[src/rtl/ac_table_writer_pkg.sv]
// Shared types and constants for the Aho-Corasick goto/failure tables.
// Used by both the table writer and the table reader.
package ac_pkg;

  localparam int STATE_W = 8;
  localparam int CHARA_W = 4;
  localparam int DEPTH   = 32;
  localparam int ADDR_W  = 5;

  localparam logic KIND_GOTO = 1'b0;
  localparam logic KIND_FAIL = 1'b1;

  typedef enum logic [1:0] {
    IDLE = 2'd0,
    LOAD = 2'd1,
    DONE = 2'd2
  } state_e;

  typedef struct packed {
    logic [STATE_W-1:0] cur;
    logic [CHARA_W-1:0] chara;
    logic [STATE_W-1:0] next;
  } goto_entry_t;

  localparam int GOTO_W = $bits(goto_entry_t);

  // State 0 is the root and has no failure entry, so state s lives at s-1.
  function automatic logic [ADDR_W-1:0] fail_addr(input logic [STATE_W-1:0] s);
    logic [STATE_W-1:0] t;
    t = s - STATE_W'(1);
    return t[ADDR_W-1:0];
  endfunction

endpackage

[src/rtl/ac_table_writer_if.sv]
// Record stream from the pattern compiler/host into the table writer.
// A record transfers on a rising clock edge where WR_VALID and WR_READY are both 1;
// the master holds every WR_* field stable while WR_VALID is high and not yet accepted.
interface ac_table_writer_if;
  import ac_pkg::*;

  logic               WR_VALID;
  logic               WR_READY;
  logic               WR_KIND;
  logic [STATE_W-1:0] WR_CUR_STATE;
  logic [CHARA_W-1:0] WR_CHARA;
  logic [STATE_W-1:0] WR_NEXT_STATE;
  logic               WR_LAST;

  modport master (
    output WR_VALID, WR_KIND, WR_CUR_STATE, WR_CHARA, WR_NEXT_STATE, WR_LAST,
    input  WR_READY
  );

  modport slave (
    input  WR_VALID, WR_KIND, WR_CUR_STATE, WR_CHARA, WR_NEXT_STATE, WR_LAST,
    output WR_READY
  );

endinterface

[src/rtl/ac_table_ram.sv]
// One-write / one-registered-read register array. The array itself has no reset;
// only the read register does. A same-address read and write returns the old data.
module ac_table_ram #(
  parameter int WIDTH  = 8,
  parameter int DEPTH  = 32,
  parameter int ADDR_W = 5
) (
  input  logic              clk,
  input  logic              rst,
  input  logic              we,
  input  logic [ADDR_W-1:0] waddr,
  input  logic [WIDTH-1:0]  wdata,
  input  logic [ADDR_W-1:0] raddr,
  output logic [WIDTH-1:0]  rdata
);

  logic [WIDTH-1:0] mem_q [DEPTH];
  logic [WIDTH-1:0] rdata_d;
  logic [WIDTH-1:0] rdata_q;

  always_comb begin
    rdata_d = mem_q[raddr];
  end

  always_ff @(posedge clk) begin
    if (we) begin
      mem_q[waddr] <= wdata;
    end
  end

  always_ff @(posedge clk or posedge rst) begin
    if (rst) begin
      rdata_q <= '0;
    end else begin
      rdata_q <= rdata_d;
    end
  end

  assign rdata = rdata_q;

endmodule

[src/rtl/ac_table_writer.sv]
// Loads Aho-Corasick goto (append order) and failure (state-1) tables from a record stream.
// Optional AC_DUP_CHECK_EN drops goto records whose (cur, chara) is already stored and flags ERR_DUP.
module ac_table_writer
  import ac_pkg::*;
(
  input  logic               CLK,
  input  logic               RST,
  input  logic               CLR,
  ac_table_writer_if.slave   wr,
  input  logic [ADDR_W-1:0]  RD_ADDR,
  output logic [STATE_W-1:0] RD_CUR_STATE,
  output logic [CHARA_W-1:0] RD_CHARA,
  output logic [STATE_W-1:0] RD_NEXT_STATE,
  input  logic [ADDR_W-1:0]  RD_FAIL_ADDR,
  output logic [STATE_W-1:0] RD_FAIL_STATE,
  output logic [ADDR_W:0]    GOTO_COUNT,
  output logic               TABLE_VALID,
  output logic               ERR_OVERFLOW,
  output logic               ERR_BADSTATE,
`ifdef AC_DUP_CHECK_EN
  output logic               ERR_DUP,
`endif
  output state_e             DBG_STATE
);

  localparam logic [ADDR_W:0]    DEPTH_CNT   = (ADDR_W+1)'(DEPTH);
  localparam logic [STATE_W-1:0] DEPTH_STATE = STATE_W'(DEPTH);

  state_e            state_q, state_d;
  logic              ready_q, ready_d;
  logic [ADDR_W:0]   count_q, count_d;
  logic              ovf_q, ovf_d;
  logic              bad_q, bad_d;

  logic              accept;
  logic              is_goto;
  logic              goto_full;
  logic              bad_state;
  logic              goto_we;
  logic              fail_we;
  logic              dup_hit;
  goto_entry_t       goto_wdata;
  goto_entry_t       goto_rdata;

`ifdef AC_DUP_CHECK_EN
  logic [STATE_W+CHARA_W-1:0] key_q [DEPTH];
  logic                       dup_q, dup_d;

  // Parallel search over the populated prefix of the goto table.
  always_comb begin
    dup_hit = 1'b0;
    for (int i = 0; i < DEPTH; i++) begin
      if (((ADDR_W+1)'(i) < count_q) && (key_q[i] == {wr.WR_CUR_STATE, wr.WR_CHARA})) begin
        dup_hit = 1'b1;
      end
    end
  end

  always_comb begin
    dup_d = dup_q;
    if (accept && is_goto && !goto_full && dup_hit) begin
      dup_d = 1'b1;
    end
    if (CLR) begin
      dup_d = 1'b0;
    end
  end

  always_ff @(posedge CLK) begin
    if (goto_we) begin
      key_q[count_q[ADDR_W-1:0]] <= {wr.WR_CUR_STATE, wr.WR_CHARA};
    end
  end

  always_ff @(posedge CLK or posedge RST) begin
    if (RST) begin
      dup_q <= 1'b0;
    end else begin
      dup_q <= dup_d;
    end
  end

  assign ERR_DUP = dup_q;
`else
  assign dup_hit = 1'b0;
`endif

  always_comb begin
    state_d   = state_q;
    count_d   = count_q;
    ovf_d     = ovf_q;
    bad_d     = bad_q;
    accept    = wr.WR_VALID && ready_q;
    is_goto   = (wr.WR_KIND == KIND_GOTO);
    goto_full = (count_q == DEPTH_CNT);
    bad_state = (wr.WR_CUR_STATE == '0) || (wr.WR_CUR_STATE > DEPTH_STATE);
    goto_we   = accept && is_goto && !goto_full && !dup_hit && !CLR;
    fail_we   = accept && !is_goto && !bad_state && !CLR;

    unique case (state_q)
      IDLE: begin
        if (accept) begin
          state_d = wr.WR_LAST ? DONE : LOAD;
        end
      end
      LOAD: begin
        if (accept && wr.WR_LAST) begin
          state_d = DONE;
        end
      end
      DONE:    state_d = DONE;
      default: state_d = IDLE;
    endcase

    if (goto_we) begin
      count_d = count_q + (ADDR_W+1)'(1);
    end
    if (accept && is_goto && goto_full) begin
      ovf_d = 1'b1;
    end
    if (accept && !is_goto && bad_state) begin
      bad_d = 1'b1;
    end

    // Clear wins over any record arriving in the same cycle.
    if (CLR) begin
      state_d = IDLE;
      count_d = '0;
      ovf_d   = 1'b0;
      bad_d   = 1'b0;
    end

    // Ready is registered so it stays low through reset and the first edge after it.
    ready_d = (state_d != DONE);

    goto_wdata.cur   = wr.WR_CUR_STATE;
    goto_wdata.chara = wr.WR_CHARA;
    goto_wdata.next  = wr.WR_NEXT_STATE;
  end

  always_ff @(posedge CLK or posedge RST) begin
    if (RST) begin
      state_q <= IDLE;
      ready_q <= 1'b0;
      count_q <= '0;
      ovf_q   <= 1'b0;
      bad_q   <= 1'b0;
    end else begin
      state_q <= state_d;
      ready_q <= ready_d;
      count_q <= count_d;
      ovf_q   <= ovf_d;
      bad_q   <= bad_d;
    end
  end

  ac_table_ram #(
    .WIDTH  (GOTO_W),
    .DEPTH  (DEPTH),
    .ADDR_W (ADDR_W)
  ) u_goto_ram (
    .clk    (CLK),
    .rst    (RST),
    .we     (goto_we),
    .waddr  (count_q[ADDR_W-1:0]),
    .wdata  (goto_wdata),
    .raddr  (RD_ADDR),
    .rdata  (goto_rdata)
  );

  ac_table_ram #(
    .WIDTH  (STATE_W),
    .DEPTH  (DEPTH),
    .ADDR_W (ADDR_W)
  ) u_fail_ram (
    .clk    (CLK),
    .rst    (RST),
    .we     (fail_we),
    .waddr  (fail_addr(wr.WR_CUR_STATE)),
    .wdata  (wr.WR_NEXT_STATE),
    .raddr  (RD_FAIL_ADDR),
    .rdata  (RD_FAIL_STATE)
  );

  assign wr.WR_READY    = ready_q;
  assign RD_CUR_STATE   = goto_rdata.cur;
  assign RD_CHARA       = goto_rdata.chara;
  assign RD_NEXT_STATE  = goto_rdata.next;
  assign GOTO_COUNT     = count_q;
  assign TABLE_VALID    = (state_q == DONE);
  assign ERR_OVERFLOW   = ovf_q;
  assign ERR_BADSTATE   = bad_q;
  assign DBG_STATE      = state_q;

endmodule

[src/flat_wrapper.sv]
// flat-port wrapper written by rule: the top's interface ports become plain ports
module ac_table_writer_flat import ac_pkg::*;
  (CLK, RST, CLR, RD_ADDR, RD_CUR_STATE, RD_CHARA, RD_NEXT_STATE, RD_FAIL_ADDR, RD_FAIL_STATE, GOTO_COUNT, TABLE_VALID, ERR_OVERFLOW, ERR_BADSTATE, DBG_STATE, wr_WR_VALID, wr_WR_KIND, wr_WR_CUR_STATE, wr_WR_CHARA, wr_WR_NEXT_STATE, wr_WR_LAST, wr_WR_READY);
  ac_table_writer_if wr_i ();
  input  logic CLK;
  input  logic RST;
  input  logic CLR;
  input  logic [ADDR_W-1:0] RD_ADDR;
  output logic [STATE_W-1:0] RD_CUR_STATE;
  output logic [CHARA_W-1:0] RD_CHARA;
  output logic [STATE_W-1:0] RD_NEXT_STATE;
  input  logic [ADDR_W-1:0] RD_FAIL_ADDR;
  output logic [STATE_W-1:0] RD_FAIL_STATE;
  output logic [ADDR_W:0] GOTO_COUNT;
  output logic TABLE_VALID;
  output logic ERR_OVERFLOW;
  output logic ERR_BADSTATE;
  output state_e DBG_STATE;
  input wire logic [$bits(wr_i.WR_VALID)-1:0] wr_WR_VALID;
  input wire logic [$bits(wr_i.WR_KIND)-1:0] wr_WR_KIND;
  input wire logic [$bits(wr_i.WR_CUR_STATE)-1:0] wr_WR_CUR_STATE;
  input wire logic [$bits(wr_i.WR_CHARA)-1:0] wr_WR_CHARA;
  input wire logic [$bits(wr_i.WR_NEXT_STATE)-1:0] wr_WR_NEXT_STATE;
  input wire logic [$bits(wr_i.WR_LAST)-1:0] wr_WR_LAST;
  output wire logic [$bits(wr_i.WR_READY)-1:0] wr_WR_READY;
  assign wr_i.WR_VALID = wr_WR_VALID;
  assign wr_i.WR_KIND = wr_WR_KIND;
  assign wr_i.WR_CUR_STATE = wr_WR_CUR_STATE;
  assign wr_i.WR_CHARA = wr_WR_CHARA;
  assign wr_i.WR_NEXT_STATE = wr_WR_NEXT_STATE;
  assign wr_i.WR_LAST = wr_WR_LAST;
  assign wr_WR_READY = wr_i.WR_READY;
  ac_table_writer u_core (.CLK(CLK), .RST(RST), .CLR(CLR), .wr(wr_i), .RD_ADDR(RD_ADDR), .RD_CUR_STATE(RD_CUR_STATE), .RD_CHARA(RD_CHARA), .RD_NEXT_STATE(RD_NEXT_STATE), .RD_FAIL_ADDR(RD_FAIL_ADDR), .RD_FAIL_STATE(RD_FAIL_STATE), .GOTO_COUNT(GOTO_COUNT), .TABLE_VALID(TABLE_VALID), .ERR_OVERFLOW(ERR_OVERFLOW), .ERR_BADSTATE(ERR_BADSTATE), .DBG_STATE(DBG_STATE));
endmodule
[config.mk]
export PLATFORM = sky130hd
export DESIGN_NAME = ac_table_writer_flat
export DESIGN_NICKNAME = d
export VERILOG_FILES = /design/src/rtl/ac_table_writer_pkg.sv /design/src/rtl/ac_table_writer_if.sv /design/src/rtl/ac_table_ram.sv /design/src/rtl/ac_table_writer.sv /design/src/flat_wrapper.sv
export SDC_FILE = /design/constraint.sdc
export NUM_CORES = 1
export LEC_CHECK = 0
export ABC_AREA = 1
export CAP_MARGIN = 10
export CORE_MARGIN = 2
export CORE_UTILIZATION = 50
export CTS_CLUSTER_DIAMETER = 40
export CTS_CLUSTER_SIZE = 8
export DETAILED_ROUTE_END_ITERATION = 8
export DONT_BUFFER_PORTS = 1
export GPL_ROUTABILITY_DRIVEN = 0
export GPL_TIMING_DRIVEN = 0
export HOLD_SLACK_MARGIN = 0.1
export PLACE_DENSITY_LB_ADDON = 0.15
export SYNTH_ARGS = -nofsm -noshare
export SYNTH_HDL_FRONTEND = slang
export SYNTH_SLANG_ARGS = --single-unit
[constraint.sdc]
create_clock -name CLK -period 2.6 [get_ports CLK]
set_clock_uncertainty 0.05 [all_clocks]
set_input_delay 0.52 -clock CLK [delete_from_list [all_inputs] [get_ports CLK]]
set_output_delay 0.52 -clock CLK [all_outputs]
set_load 0.02 [all_outputs]
==> metrics.yaml, run 1 <==
timing:
  hold-worst-slack_ps: 122.1
  finalWorstSetupSlack_ps: -38.78
  hold_viol: 0
  slew_viol_final: 0
  fmax_mhz: 379.0
  rsz0062_at_grt: "true"
  tightest_slew_ps: 854.1
  slew_headroom: 0.4285
  finalCritPeriodShare: 1.015
  setup_viol: 16
  post-route-min-period_ps: 2639
pwr:
  switching_share: 0.2189
  p_switching_mw: 7.913
  power_frac_seq: 0.463
  intPower_mw: 28.23
  clkPwrFrac: 0.480
  power_frac_comb: 0.057
  p_leak_nw: 17.05
  p_per_area_mw_per_mm2: 795.2
  peakVddDrop_uv: 760.9
worst_setup_path:
  r2r_start: "u_core.GOTO_COUNT[0]$_DFFE_PP0P_"
  required_ps: 2870
  critPathMaxFanout: 9
  worst_ep_arrival_time_ps: 2910
  rr_endpoint: "u_core.u_goto_ram.mem_q[23][17]$_DFFE_PP_"
  reg2regPathDepth: 8
  regToRegSetupSlack_ps: 80
  endpoint_kind: "register"
  startpoint_type: "input port"
  worstSetupPathType: "in2reg"
yosys:
  synth_edf_count: 896
  synth_top_area_frac: 0.7070
  synth_warnings: 0
  synth_area_leader_cell: "edfxtp_1"
  synthArstFlopShare: 0.04171
  syn-cell-area_sq_mm: 0.03805
  synthTopCellsByArea: "edfxtp_1, nand2_1, nand3_1, dfrtp_1, buf_2"
  syn-instance-count: 3255
  syn_area_per_cell_sq_um: 11.69
  syn-num-nets: 3295
  ys_ff_latch: 935
  synth_seq_area_share: 0.7327
  synth_most_common_cell: "nand2_1"
  synth_common_cells: "nand2_1, edfxtp_1, nand3_1"
  synth_cell_types: 26
  ys.flop_type: "edfxtp_1"
floorplanning:
  fp.dieW_um: 279.9
  die_area_sq_mm: 0.07833
  initial_core_util: 0.5027
  rows: 101
  design.core.area_sq_mm: 0.07570
  num_io_pins: 76
  die_h_um: 279.9
cts:
  clk_pin_slew_ps: 50
  cts-root-buf: "clkbuf_16"
  insertion_delay_ps: 720
  cts_buffers: 146
  clock_path_buffers: 3
  cts_tree: "built"
  htreeDepth: 4
  clock_sinks: 935
global_routing:
  first_global_vias: 25498
  grt_use_met2: 0.4685
  grt.overflow.total: 0
  grt_max_degree: 65
  use_met1: 0.3513
  grt_pass1_wl_um: 157300
  grt_util_met3: 0.04779
  grt_usage: 0.2762
  busiest_layer: "met2"
  antenna_found_initial: 4
detailed_routing:
  drtIter0Drc: 2855
  route.detailed.drc: 0
  dr.pass1.iters: 5
  antenna_left: 0
  num_vias: 25729
  drt_wl_total_um: 106700
  routed_via_density: 5.644
  wl_per_cell_um: 23.41
layout:
  nets: 3546
  n_fill_cell: 5916
  final_area_sq_mm: 0.04545
  drive_gt1_frac: 0.1340
  area_growth_syn_to_layout_pct: 19.44
hold_path:
  hold_depth: 1
  hp-start: "wr_WR_NEXT_STATE[0]"
  min_to: "u_core.u_fail_ram.mem_q[1][0]$_DFFE_PP_"
  min_path_type: "in2reg"
placed_design:
  dpl_cell_area_sq_mm: 0.03992
  portBuffers: 0
  hpwl_um: 67390
outcome:
  status: "finished with violations"
  violations: "negative setup slack"
job:
  maxCapViolations: 0
==> power by group through the flow <==
| stage | Combinational, mW | Sequential, mW | Clock [mW] |
|---|---|---|---|
| CTS | 2.04 | 16.7 | 17.5 |
| global route | 2.24 | 16.7 | 18.2 |
| floorplan | 1.07 | 17.0 | 0 |
| finish | 2.07 | 16.7 | 17.3 |
| detailed placement | 1.63 | 17.0 | 0 |
| global placement | 1.61 | 17.0 | 0 |
==> cells by family after synthesis <==
| kind of cell | synth area share |
|---|---|
| compound gates | 0.001611 |
| buf+inv | 0.03265 |
| fa+ha+maj | 0.001315 |
| simple gates | 0.2315 |
| flops | 0.7327 |
| xor+xnor | 0.0002302 |
==> worst max path at each step <==
stage,from,endpoint,cells after the start
2_1_floorplan,u_core.GOTO_COUNT[0]$_DFFE_PP0P_,u_core.u_goto_ram.mem_q[0][0]$_DFFE_PP_,7
3_3_place_gp,u_core.GOTO_COUNT[0]$_DFFE_PP0P_,u_core.u_goto_ram.mem_q[3][17]$_DFFE_PP_,7
3_5_place_dp,u_core.GOTO_COUNT[0]$_DFFE_PP0P_,u_core.u_goto_ram.mem_q[3][9]$_DFFE_PP_,8
4_1_cts,u_core.GOTO_COUNT[0]$_DFFE_PP0P_,u_core.u_goto_ram.mem_q[26][8]$_DFFE_PP_,8
5_1_grt,CLR,u_core.u_fail_ram.mem_q[1][4]$_DFFE_PP_,6
6_report,CLR,u_core.u_fail_ram.mem_q[21][0]$_DFFE_PP_,6
==> through the flow <==
| step | utilization | TNS, ps | std cells | worst slack, ps | power [mW] |
|---|---|---|---|---|---|
| 2_1_floorplan | - | -60010 | 3255 | -99.11 | 18.06 |
| 3_3_place_gp | 0.5190 | -783700 | 4233 | -1509 | 18.60 |
| 3_5_place_dp | 0.5273 | -233990 | 4266 | -711.9 | 18.63 |
| 4_1_cts | 0.5986 | -11710 | 4549 | -127.2 | 36.27 |
| 5_1_grt | 0.6003 | -1908 | 4554 | -119.0 | 37.13 |
| 6_report | 0.6004 | -282.5 | 4559 | -38.78 | 36.14 |
==> per-layer routing <==
layer,up-vias,share of wire
met5,-,0.00012
met4,2,0.038
li1,11834,-
met3,259,0.075
met1,12444,0.40
met2,1190,0.49
==> cells in the final DEF (no fill, tap or decap), types with 8 or more instances in the layout <==
cell type      netlist  final
buf_1               14     14
buf_12               0     23
buf_16               0     12
buf_2              100    100
buf_4                4     23
buf_6               34     34
buf_8                0     28
clkbuf_1            38     71
clkbuf_16            0    151
clkinv_1             0      8
clkinv_2             0     10
dfrtp_1             39     34
dlygate4sd3_1        0     21
edfxtp_1           896    896
inv_1               27     26
inv_2                7      8
nand2_1           1290   1289
nand3_1            687    685
nor2_1              75     28
nor2_2               0     18
nor2_4               4     33
o21ai_0              8      8
==> sequential cells by signal (all words and copies together) (netlist names) <==
name / flops
u_core.u_fail_ram.mem_q: 256
u_core.ERR_BADSTATE: 1
u_core.u_fail_ram.rdata: 8
u_core.u_goto_ram.rdata: 20
u_core.DBG_STATE: 2
u_core.u_goto_ram.mem_q: 640
u_core.wr.WR_READY: 1
u_core.GOTO_COUNT: 6
u_core.ERR_OVERFLOW: 1
==> worst max-delay path: stages <==
cell and delay (ps):
dlygate4sd3_1 660, inv_2 230, nand2_1 130, nor2_4 310, nand4_4 310, nor2_1 730
==> cell type report <==
class / count / area [sq um] / area share
tap: 978 / 1224 / 0.02692
multi-input combinational: 2095 / 9253 / 0.2036
sequential: 935 / 27890 / 0.6136
timing repair buffer: 103 / 1564 / 0.03441
inverter: 35 / 133.9 / 0.002946
clock inverter: 29 / 319.1 / 0.007020
clock buffer: 187 / 3944 / 0.08677
buffer: 190 / 1109 / 0.02439
antenna: 7 / 17.52 / 0.0003854
==> timing repair <==
action	4_1_cts	5_1_grt
endpoints found under the setup margin	617	706
setup buffers	26	3
hold buffers	41	0
pin swaps	17	2
endpoints found under the hold margin	950	0
resized for setup	33	26
Note: power is estimated with default switching activity, not from simulation.
==> inputs of run 2 (changes only) <==
CORE_UTILIZATION = 30   (was 50)
HOLD_SLACK_MARGIN = not set   (was 0.1)
==> metrics.yaml, run 2 (synthesis gave the netlist of run 1 again) <==
outcome:
  status: "finished clean"
floorplanning:
  num_io_pins: 76
  fp.dieW_um: 360.2
  die_area_sq_mm: 0.1297
  initial_core_util: 0.3027
  die_h_um: 360.2
  design.core.area_sq_mm: 0.1257
  rows: 130
placed_design:
  portBuffers: 0
  hpwl_um: 74190
  dpl_cell_area_sq_mm: 0.04066
  post-place-ws_ps: -931.3
worst_setup_path:
  worst_ep_arrival_time_ps: 2860
  startpoint_type: "register"
  worstPathCellList: "nand2_1, nor2_4, nand4_4, nor2_1"
  worstSetupPathType: "reg2reg"
  regToRegSetupSlack_ps: 50
  critPathMaxFanout: 8
  cp_top_family: "simple AND/OR/NAND/NOR gates"
  endpoint_kind: "register"
  critPathSlowestCell: "nor2_1"
  setup.worst_path.start: "u_core.wr.WR_READY$_DFF_PP0_"
  path_buf_inv: 0
  required_ps: 2900
  max_stage_delay_ps: 690
  reg2regPathDepth: 4
  rr_endpoint: "u_core.u_fail_ram.mem_q[0][6]$_DFFE_PP_"
  r2r_start: "u_core.wr.WR_READY$_DFF_PP0_"
pwr:
  p_leak_nw: 17.33
  p_per_area_mw_per_mm2: 787.8
  peakVddDrop_uv: 736.2
detailed_routing:
  dr.pass1.iters: 6
  route.detailed.drc: 0
  wl_per_cell_um: 23.70
  routed_via_density: 4.824
  num_vias: 25503
  drt_wl_total_um: 125300
  antenna_left: 0
  drtIter0Drc: 2325
layout:
  nets: 3591
  final_area_sq_mm: 0.04706
  largest_reg_flops: 640
  drive_gt1_frac: 0.1502
  top_register: "u_core.u_goto_ram.mem_q"
  most-common-layout-cells: "nand2_1, edfxtp_1, nand3_1"
  area_growth_syn_to_layout_pct: 23.67
  layout_commonest_cell: "nand2_1"
cts:
  insertion_delay_ps: 750
  clk_pin_slew_ps: 50
  cts-root-buf: "clkbuf_16"
  clock_sinks: 935
  htreeDepth: 4
  cts_tree: "built"
  cts_buffers: 151
  clock_path_buffers: 3
hold_path:
  hold_depth: 1
  min_path_type: "in2reg"
  min_to: "u_core.u_goto_ram.mem_q[26][16]$_DFFE_PP_"
  hp-start: "wr_WR_CUR_STATE[4]"
global_routing:
  antenna_found_initial: 4
  grt.overflow.total: 0
  grt_usage: 0.1918
  first_global_vias: 25076
  grt_max_degree: 65
  grt_pass1_wl_um: 177400
timing:
  hold_viol: 0
  slew_headroom: 0.4128
  finalWorstSetupSlack_ps: 45.24
  tightest_slew_ps: 880.8
  rsz0062_at_grt: "true"
  slew_viol_final: 0
  fmax_mhz: 391.4
  finalCritPeriodShare: 0.9826
  setup_viol: 0
  hold-worst-slack_ps: 53.56
  post-route-min-period_ps: 2555
job:
  maxCapViolations: 0
-- run 2: layer usage --
layer / global-route usage / vias to the layer above / wire (um)
met2: 0.3096 / 768 / 59030
met5: 0 / - / 0
met4: 0.05718 / 0 / 2776
met3: 0.03639 / 179 / 7897
met1: 0.2617 / 12589 / 55600
li1: - / 11967 / -
-- run 2: timing repair --
| action | CTS | global route |
|---|---|---|
| endpoints found under the hold margin | 951 | 0 |
| gates resized for setup | 56 | 20 |
| hold buffers | 30 | 0 |
| gates cloned | 14 | 2 |
| endpoints found under the setup margin | 712 | 441 |
| pin swaps | 39 | 7 |
| buffers inserted | 62 | 17 |
-- run 2: worst max path at each step --
stage | slack, ps | cells past startpoint | to
floorplan | -100 | 7 | u_core.u_goto_ram.mem_q[0][0]$_DFFE_PP_
global placement | -1850 | 7 | u_core.u_goto_ram.mem_q[0][18]$_DFFE_PP_
detailed placement | -930 | 8 | u_core.u_goto_ram.mem_q[15][9]$_DFFE_PP_
CTS | -40 | 4 | u_core.u_fail_ram.mem_q[22][3]$_DFFE_PP_
global route | -100 | 4 | u_core.u_fail_ram.mem_q[4][2]$_DFFE_PP_
finish | 50 | 4 | u_core.u_fail_ram.mem_q[0][6]$_DFFE_PP_
-- run 2: cell type report --
class | instances | area (sq um)
diodes | 3 | 7.507
plain buffers | 190 | 1109
clock buffers | 199 | 4095
clock inverters | 37 | 385.4
fillers | 12252 | 78670
inverters | 35 | 133.9
multi-input cells | 2109 | 9464
flip-flops and latches | 935 | 27890
well taps | 1650 | 2064
repair buffers | 129 | 1916
-- run 2: report_power, final --
group	internal [mW]	leakage [nW]	switching (mW)
clock network	11.6	2.17	6.58
registers	16.6	8.54	0.112
logic	0.567	6.62	1.58
-- run 2: per-stage QoR --
step	std cells	utilization	setup TNS (ps)	power (mW)
after floorplan	3255	-	-60010	18.06
after global placement	4905	0.3191	-1032760	18.72
after detailed placement	4924	0.3233	-397950	18.73
after CTS	5266	0.3721	-620.0	37.41
after global routing	5284	0.3742	-2884	38.23
final	5287	0.3743	0	37.07
==> inputs of run 3 (changes only) <==
CTS_CLUSTER_SIZE = not set   (was 8)
REMOVE_ABC_BUFFERS = 1   (was not set)
==> metrics.yaml, run 3 (synthesis gave the netlist of run 1 again) <==
cts:
  insertion_delay_ps: 750
  clock_sinks: 935
  cts_tree: "built"
  htreeDepth: 4
  cts-root-buf: "clkbuf_16"
  clk_pin_slew_ps: 50
  cts_buffers: 139
  clock_path_buffers: 3
floorplanning:
  design.core.area_sq_mm: 0.1257
  initial_core_util: 0.3027
  fp.dieW_um: 360.2
  die_h_um: 360.2
  rows: 130
  num_io_pins: 76
  die_area_sq_mm: 0.1297
timing:
  setup_viol: 422
  slew_headroom: 0.1125
  slew_viol_final: 0
  tightest_slew_ps: 1331
  fmax_mhz: 301.4
  tns_ps: -96680
  finalCritPeriodShare: 1.276
  finalWorstSetupSlack_ps: -718.1
  post-route-min-period_ps: 3318
  hold-worst-slack_ps: 49.35
  rsz0062_at_grt: "true"
  hold_viol: 0
layout:
  nets: 3382
  largest_reg_flops: 640
  drive_gt1_frac: 0.1154
  register_area_sq_mm: 0.02789
  area_growth_syn_to_layout_pct: 20.77
  final_core_util: 0.3655
  n_fill_cell: 12252
  most-common-layout-cells: "nand2_1, edfxtp_1, nand3_1"
  multi_input_area_sq_mm: 0.009314
  top_register: "u_core.u_goto_ram.mem_q"
  layout_commonest_cell: "nand2_1"
worst_setup_path:
  endpoint_kind: "register"
  max_stage_delay_ps: 620
  worstSetupPathType: "in2reg"
  critPathMaxFanout: 321
  regToRegSetupSlack_ps: -390
  worstPathCellList: "inv_16, buf_16, nand2_1, nand3_1, nand3_1, nand2_1, nand2_1, nand2_1, nand2_1, dlygate4sd3_1, nand2_1"
  worst_ep_arrival_time_ps: 3950
  cpMostUsedCell: "nand2_1"
  startpoint_type: "input port"
  setup.worst_path.start: "RD_ADDR[0]"
  reg2regPathDepth: 6
  cp_top_family: "buffers and inverters"
  r2r_start: "u_core.wr.WR_READY$_DFF_PP0_"
  cp_num_cells: 11
  rr_endpoint: "u_core.u_goto_ram.mem_q[5][14]$_DFFE_PP_"
  required_ps: 3230
  critPathSlowestCell: "inv_16"
  crit_end: "u_core.u_goto_ram.rdata[9]$_DFF_PP0_"
  path_buf_inv: 3
pwr:
  intPower_mw: 29.13
  peakVddDrop_uv: 463.8
  p_switching_mw: 8.248
  total_power_mw: 37.38
  clkPwrFrac: 0.509
  switching_share: 0.2207
  p_leak_nw: 16.66
  power_frac_comb: 0.045
  power_frac_seq: 0.447
  p_per_area_mw_per_mm2: 813.3
hold_path:
  min_path_type: "in2reg"
global_routing:
  busiest_layer: "met2"
  grt_pass1_wl_um: 163100
  grt_util_met3: 0.03490
  grt_use_met2: 0.2704
  use_met1: 0.2410
  grt_usage: 0.1727
  antenna_found_initial: 2
  grt_max_degree: 322
  grt.overflow.total: 0
  first_global_vias: 23066
outcome:
  status: "finished with violations"
  violations: "negative setup slack"
detailed_routing:
  num_vias: 24221
  dr.pass1.iters: 5
  drt_wl_total_um: 113700
  wl_per_cell_um: 22.25
  drtIter0Drc: 1836
  route.detailed.drc: 0
  routed_via_density: 4.738
  antenna_left: 0
placed_design:
  hpwl_um: 52180
  portBuffers: 0
  post-place-ws_ps: -946.3
job:
  maxCapViolations: 0
==> run 3: changes by cell type in the layout (fill, tap and decap cells not counted), moves of 10 or more <==
| cell | previous run | this run |
|---|---|---|
| clkinv_2 | 7 | 17 |
| nor2_1 | 20 | 43 |
| buf_1 | 14 | 0 |
| buf_4 | 54 | 40 |
| buf_2 | 100 | 0 |
| buf_8 | 11 | 1 |
| dlygate4sd3_1 | 10 | 28 |
| clkinvlp_4 | 2 | 17 |
| buf_6 | 35 | 3 |
| nor2_2 | 22 | 5 |
| clkbuf_16 | 158 | 145 |
| clkbuf_1 | 78 | 23 |
==> run 3: final cells by class <==
cell class,instances,area share
multi-input cells,2107,0.2027
clock inverters,86,0.02102
repair buffers,124,0.03880
flip-flops and latches,935,0.6068
inverters,35,0.003594
well taps,1650,0.04492
diodes,3,0.0001633
clock buffers,172,0.08203
==> run 3: metrics by stage <==
stage	cell area (sq um)	cells
3_3_place_gp	39010	4715
6_report	45960	5112
3_5_place_dp	39620	4731
2_1_floorplan	36950	3065
5_1_grt	45950	5110
4_1_cts	45740	5091
==> run 3: worst min path at each step <==
stage | start | to | slack [ps] | cells after the start
2_1_floorplan | CLR | u_core.ERR_OVERFLOW$_DFFE_PP0P_ | 540 | 1
3_3_place_gp | CLR | u_core.ERR_OVERFLOW$_DFFE_PP0P_ | 540 | 1
3_5_place_dp | RST | u_core.wr.WR_READY$_DFF_PP0_ | 450 | 1
4_1_cts | RD_ADDR[3] | u_core.u_goto_ram.rdata[19]$_DFF_PP0_ | 4 | 4
5_1_grt | RD_ADDR[3] | u_core.u_goto_ram.rdata[13]$_DFF_PP0_ | 40 | 4
6_report | wr_WR_KIND | u_core.ERR_BADSTATE$_DFFE_PP0P_ | 50 | 4
==> run 3: metal layers <==
metal	wire length [um]	share of wire	up-vias
li1	-	-	11555
met1	53100	0.47	11985
met2	52440	0.46	530
met3	5831	0.051	149
met4	2343	0.021	2
met5	7	0.000062	-
==> run 3: worst register-to-register path: stages, from the launching register on <==
cell and delay [ps]:
dfrtp_1 450, nand2_1 310, nor2_1 230, nand2_2 150
nor2_4 200, nand2_2 350, nor2_4 850
==> run 3: repair_timing <==
| item | CTS | global route |
|---|---|---|
| endpoints found under the hold margin | 952 | 0 |
| pin swaps | 13 | 5 |
| gates resized for setup | 15 | 6 |
| setup endpoints to repair | 826 | 750 |
| gates cloned | 11 | 1 |
| setup buffers | 42 | 17 |
| hold buffers | 49 | 0 |
==> run 3: power by group through the flow <==
stage / registers (mW) / clock network (mW) / logic [mW]
2_1_floorplan: 17.0 / 0 / 0.829
3_3_place_gp: 17.0 / 0 / 1.27
3_5_place_dp: 17.0 / 0 / 1.25
4_1_cts: 16.7 / 19.4 / 1.67
5_1_grt: 16.7 / 20.0 / 1.84
6_report: 16.7 / 19.0 / 1.67
